## config.mk

```make
export PLATFORM = sky130hd
export DESIGN_NAME = keypad_debouncer
export DESIGN_NICKNAME = d
export VERILOG_FILES = /design/src/rtl/keypad_pkg.sv /design/src/rtl/keypad_decoder.sv /design/src/rtl/keypad_debouncer.sv
export SDC_FILE = /design/constraint.sdc
export NUM_CORES = 1
export LEC_CHECK = 0
export CORE_MARGIN = 2
export CORE_UTILIZATION = 55
export CTS_CLUSTER_DIAMETER = 150
export DETAILED_ROUTE_END_ITERATION = 7
export PLACE_DENSITY = 0.71
export SYNTH_ARGS = -nofsm -noshare
export SYNTH_HDL_FRONTEND = slang
export SYNTH_SLANG_ARGS = --single-unit
export TNS_END_PERCENT = 1
```

## constraint.sdc

```tcl
create_clock -name clk -period 3.4 [get_ports clk]
set_input_delay 0.51 -clock clk [delete_from_list [all_inputs] [get_ports clk]]
set_output_delay 0.51 -clock clk [all_outputs]
set_load 0.01 [all_outputs]
```

## src/rtl/keypad_pkg.sv

```systemverilog
// Shared types, key codes and scanner handshake constants for the keypad debouncer slice.
package keypad_pkg;

  typedef enum logic [1:0] {
    ST_IDLE     = 2'd0,
    ST_DEBOUNCE = 2'd1,
    ST_HELD     = 2'd2
  } kd_state_t;

  localparam logic [3:0] KEY_0 = 4'h0;
  localparam logic [3:0] KEY_1 = 4'h1;
  localparam logic [3:0] KEY_2 = 4'h2;
  localparam logic [3:0] KEY_3 = 4'h3;
  localparam logic [3:0] KEY_4 = 4'h4;
  localparam logic [3:0] KEY_5 = 4'h5;
  localparam logic [3:0] KEY_6 = 4'h6;
  localparam logic [3:0] KEY_7 = 4'h7;
  localparam logic [3:0] KEY_8 = 4'h8;
  localparam logic [3:0] KEY_9 = 4'h9;
  localparam logic [3:0] KEY_A = 4'hA;
  localparam logic [3:0] KEY_B = 4'hB;
  localparam logic [3:0] KEY_C = 4'hC;
  localparam logic [3:0] KEY_D = 4'hD;
  localparam logic [3:0] KEY_E = 4'hE;
  localparam logic [3:0] KEY_F = 4'hF;

  // Scanner freezes on the row showing a press and resumes scanning when key_valid is high.
  localparam logic        SCAN_RESUME_LEVEL = 1'b1;
  localparam int unsigned SCAN_ROW_CYCLES   = 6000;
  localparam int unsigned SCAN_FULL_CYCLES  = 4 * SCAN_ROW_CYCLES;

  function automatic logic is_onehot4(input logic [3:0] v);
    return (v != 4'd0) && ((v & (v - 4'd1)) == 4'd0);
  endfunction

  function automatic logic [1:0] onehot_idx(input logic [3:0] v);
    case (v)
      4'b0010: return 2'd1;
      4'b0100: return 2'd2;
      4'b1000: return 2'd3;
      default: return 2'd0;
    endcase
  endfunction

  function automatic logic [31:0] sat_inc(input logic [31:0] v);
    return (v == '1) ? v : v + 32'd1;
  endfunction

endpackage

```

## src/rtl/keypad_decoder.sv

```systemverilog
// Combinational one-hot row/column to hex key-code decode with sample validity.
module keypad_decoder
  import keypad_pkg::*;
(
  input  logic       key_pressed,
  input  logic [3:0] row_idx,
  input  logic [3:0] col_idx,
  output logic [3:0] code,
  output logic       valid
);

  always_comb begin
    valid = key_pressed && is_onehot4(row_idx) && is_onehot4(col_idx);
    code  = KEY_0;
    case ({onehot_idx(row_idx), onehot_idx(col_idx)})
      4'h0: code = KEY_1;
      4'h1: code = KEY_2;
      4'h2: code = KEY_3;
      4'h3: code = KEY_A;
      4'h4: code = KEY_4;
      4'h5: code = KEY_5;
      4'h6: code = KEY_6;
      4'h7: code = KEY_B;
      4'h8: code = KEY_7;
      4'h9: code = KEY_8;
      4'hA: code = KEY_9;
      4'hB: code = KEY_C;
      4'hC: code = KEY_E;
      4'hD: code = KEY_0;
      4'hE: code = KEY_F;
      4'hF: code = KEY_D;
    endcase
  end

endmodule

```

## src/rtl/keypad_debouncer.sv

```systemverilog
// Debounces scanner samples into accepted keys, tracks hold/release and paces the scanner.
module keypad_debouncer
  import keypad_pkg::*;
#(
  parameter int unsigned DEBOUNCE_CYCLES = 60000,
  parameter int unsigned RELEASE_CYCLES  = 30000
) (
  input  logic       clk,
  input  logic       rst,
  input  logic       key_pressed,
  input  logic [3:0] row_idx,
  input  logic [3:0] col_idx,
  output logic       key_valid,
  output logic       new_key,
  output logic [3:0] key_code,
  output logic       key_held
);

  localparam logic [31:0] DEB_LAST = 32'(DEBOUNCE_CYCLES - 1);
  localparam logic [31:0] REL_LAST = 32'(RELEASE_CYCLES - 1);

  kd_state_t   state;
  logic [31:0] deb_cnt;
  logic [31:0] rel_cnt;
  logic [3:0]  cand_row;
  logic [3:0]  cand_col;
  logic [3:0]  dec_code;
  logic        sample_ok;
  logic        match;

  keypad_decoder u_decoder (
    .key_pressed (key_pressed),
    .row_idx     (row_idx),
    .col_idx     (col_idx),
    .code        (dec_code),
    .valid       (sample_ok)
  );

  assign match = sample_ok && (row_idx == cand_row) && (col_idx == cand_col);

  always_ff @(posedge clk) begin
    if (rst) begin
      state     <= ST_IDLE;
      deb_cnt   <= '0;
      rel_cnt   <= '0;
      cand_row  <= '0;
      cand_col  <= '0;
      key_valid <= 1'b0;
      new_key   <= 1'b0;
      key_code  <= '0;
      key_held  <= 1'b0;
    end else begin
      key_valid <= 1'b0;
      new_key   <= 1'b0;
      case (state)
        ST_IDLE: begin
          if (sample_ok) begin
            cand_row <= row_idx;
            cand_col <= col_idx;
            deb_cnt  <= '0;
            state    <= ST_DEBOUNCE;
          end
        end
        ST_DEBOUNCE: begin
          if (match) begin
            if (deb_cnt == DEB_LAST) begin
              state     <= ST_HELD;
              key_held  <= 1'b1;
              key_valid <= 1'b1;
              new_key   <= 1'b1;
              key_code  <= dec_code;
              rel_cnt   <= '0;
            end else begin
              deb_cnt <= sat_inc(deb_cnt);
            end
          end else begin
            state     <= ST_IDLE;
            key_valid <= ~key_valid;
          end
        end
        ST_HELD: begin
          // Any valid sample re-arms the scanner, but never on back-to-back cycles.
          if (sample_ok)
            key_valid <= ~key_valid;
          if (match) begin
            rel_cnt <= '0;
          end else if (rel_cnt == REL_LAST) begin
            state    <= ST_IDLE;
            key_held <= 1'b0;
          end else begin
            rel_cnt <= sat_inc(rel_cnt);
          end
        end
        default: begin
          state    <= ST_IDLE;
          key_held <= 1'b0;
        end
      endcase
    end
  end

endmodule
```

==> flow_summary_export.csv <==
group,metric,value,unit
layout,postLayoutCellArea,0.00525,sq mm
synthesis,synthFlopType,"dfxtp_1",
synthesis,syn_avg_cell_area,8.05,sq um
layout,multi_input_area,0.00289,sq mm
synthesis,yosys-top-cells-area,"dfxtp_1, a21oi_1, nor2_1",
power_and_ir_drop,combPwrFrac,6.2,%
global_route,grt_pass1_vias,4190,
timing,fin_worst_skew,8.16,ps
synthesis,syn_inst,583,
timing,fin_tns_setup,0,ps
timing,max_freq,338,MHz
power_and_ir_drop,p_sw_share,23.8,%
clocking,insertion_delay,350,ps
timing,rsz0062_at_grt,"false",
layout,insertedDiodeCount,0,
timing,final_hold_viol_count,0,
setup_path,cpPeakStageDelay,600,ps
place,hpwl,8350,microns
floorplan,start_util,56.8,%
setup_path,crit_arrival,3250,ps
setup_path,path_class,"input port to flip-flop",
power_and_ir_drop,switching_power,0.000419,W
layout,area_delta_synth_final,11.9,%
synthesis,synth_seq_cells,81,
layout,mostFrequentLayoutCell,"dfxtp_1",
routing,post-route-drc-count,0,
routing,drtIter0Drc,366,
layout,final_cell_mix,"dfxtp_1, nor2_1, a21oi_1",
floorplan,die_h,96.4,microns
synthesis,yosysSeqAreaShare,34.6,%
place,routabilityCongestion,0.861,
clocking,root_buffer,"clkbuf_8",
timing,timing_max_transition_violations_final,0,
clocking,hold_buffers,0,
clocking,cts_sinks,81,
timing,min_period,2960,ps
floorplan,die_area,0.00929,sq mm
run,cap_violations,0,
layout,drive_gt1_share,8.57,%
clocking,path_clk_slew,80,ps
clocking,cts_htree_levels,3,
floorplan,fp.coreArea,0.00826,sq mm
setup_path,setup.worst_path.start_class,"input port",
power_and_ir_drop,ir_drop,0.175,mV
global_route,grt_max_degree,36,
clocking,postCtsSetupBuffers,0,
synthesis,syn_area,0.00469,sq mm
floorplan,io_pins,18,
synthesis,yosysWarnings,0,
global_route,grtUsageTotal,26.8,%
synthesis,synth_edf_count,0,
timing,worstMarginPinSlew,772,ps
setup_path,critPathMaxFanout,22,
power_and_ir_drop,power_frac_seq,54.0,%
timing,fin_crit_sh,86.9,%
floorplan,row_count,33,
synthesis,synth_async_sr_flop_share,0,%
power_and_ir_drop,leakage,1.78,nW
synthesis,synthDistinctLibCells,62,
layout,ff_latch_area,0.00162,sq mm
global_route,grt_antenna_before_repair,0,
routing,via_per_inst,6.48,
setup_path,cp.required,3690,ps
power_and_ir_drop,p_int,0.00134,W
min_path,hp-class,"flip-flop to flip-flop",
clocking,numCtsBuffers,9,
layout,fill_cells,728,
timing,slew_headroom,48.3,%
layout,finalNetCount,625,
place,placed_area,0.00507,sq mm
place,numPortBuffers,17,
setup_path,cp_slowest_cell,"or4b_4",
routing,num_vias,4617,
setup_path,cp-end-kind,"flip-flop",
global_route,grt-ovfl-total,0,
synthesis,synth_nets,604,
routing,ant_nets,0,
power_and_ir_drop,power_density,336,mW/mm^2
global_route,grt_pass1_wl,19800,microns
synthesis,yosysTopAreaCell,"dfxtp_1",
routing,wirelength,11700,microns
setup_path,path_cells,"clkdlybuf4s50_1 > or4b_4 > o41ai_2 > o21ai_4 > nor3b_4 > o2111ai_2 > buf_4 > or4_1 > a21oi_1",
routing,wl_per_cell,16.5,microns
clocking,tritoncts,"done",
synthesis,synth.top_cell.area_share,34.6,%
clocking,clockBufferDepth,2,
timing,setup_viol,0,
clocking,cts_resized,0,
routing,dr.pass1.iters,7,
power_and_ir_drop,clock_power_share,39.8,%
floorplan,die_w,96.4,microns
outcome,outcome,"completed",
registers in the layout, indices dropped and copies added (netlist names), 2 cells and up:
name / flops
rel_cnt: 32
cand_row: 4
state: 2
cand_col: 4
deb_cnt: 32
key_code: 4
logic make-up after synthesis:
group,share of synthesized area [%]
AOI/OAI and AO/OA,23.7
xor gates and xnor gates,3.17
adders and majority gates,2.67
buffers and inverters,4.00
DFF,34.6
muxes,2.77
and+or+nand+nor,29.2
final timing paths:
kind          startpoint     endpoint  slack, ps  depth (start not counted)
max           row_idx[0]  deb_cnt[19]        440                          9
min          deb_cnt[15]  deb_cnt[15]        490                          2
max reg2reg  deb_cnt[10]  rel_cnt[29]        550                          7
min reg2reg  deb_cnt[15]  deb_cnt[15]        490                          2
area by class of cell:
| cell class | count | area share, % |
|---|---|---|
| timing repair buffer | 40 | 7.00 |
| clock buffer | 11 | 2.69 |
| tap | 105 | 2.50 |
| multi-input combinational | 456 | 55.0 |
| inverter | 16 | 1.14 |
| clock inverter | 3 | 0.810 |
| sequential | 81 | 30.9 |
power groups by stage:
| stage | combinational, W | sequential (W) | clock, W |
|---|---|---|---|
| 6_report | 0.000110 | 0.000952 | 0.000702 |
| 4_1_cts | 0.000110 | 0.000952 | 0.000710 |
| 5_1_grt | 0.000121 | 0.000952 | 0.000737 |
| 2_1_floorplan | 0.0000698 | 0.000974 | 0 |
| 3_5_place_dp | 0.000110 | 0.000975 | 0 |
| 3_3_place_gp | 0.000107 | 0.000974 | 0 |
cells in the mapped netlist (15+ instances only):
library cell / instances
a21oi_1: 49
a311oi_1: 16
clkbuf_1: 17
dfxtp_1: 81
inv_1: 15
nand2_1: 41
nand3_1: 28
nand4_1: 16
nor2_1: 54
o21ai_0: 31
o31ai_1: 21
or3_1: 21
or4_1: 17
stage by stage:
| stage | utilization [%] | std cells | setup slack (ps) | power [W] | hold slack [ps] |
|---|---|---|---|---|---|
| 6_report | 63.6 | 712 | 445 | 0.00176 | 490 |
| 5_1_grt | 63.6 | 712 | 195 | 0.00181 | 525 |
| 2_1_floorplan | - | 583 | 768 | 0.00104 | 461 |
| 4_1_cts | 63.6 | 712 | 452 | 0.00177 | 494 |
| 3_3_place_gp | 61.4 | 698 | 181 | 0.00108 | 470 |
| 3_5_place_dp | 61.4 | 698 | 92.8 | 0.00108 | 482 |
worst max-delay path: cells and delay by family:
family / cells / cell delay, ps
compound gates: 4 / 550
buf+inv: 2 / 760
simple gates: 3 / 1420
metal layers:
metal | track usage (%) | wire (microns)
met2 | 43.5 | 5500
met1 | 37.0 | 5420
met5 | 0 | 0
met3 | 4.42 | 674
met4 | 7.04 | 145
Power figures use the tool's default switching activity.
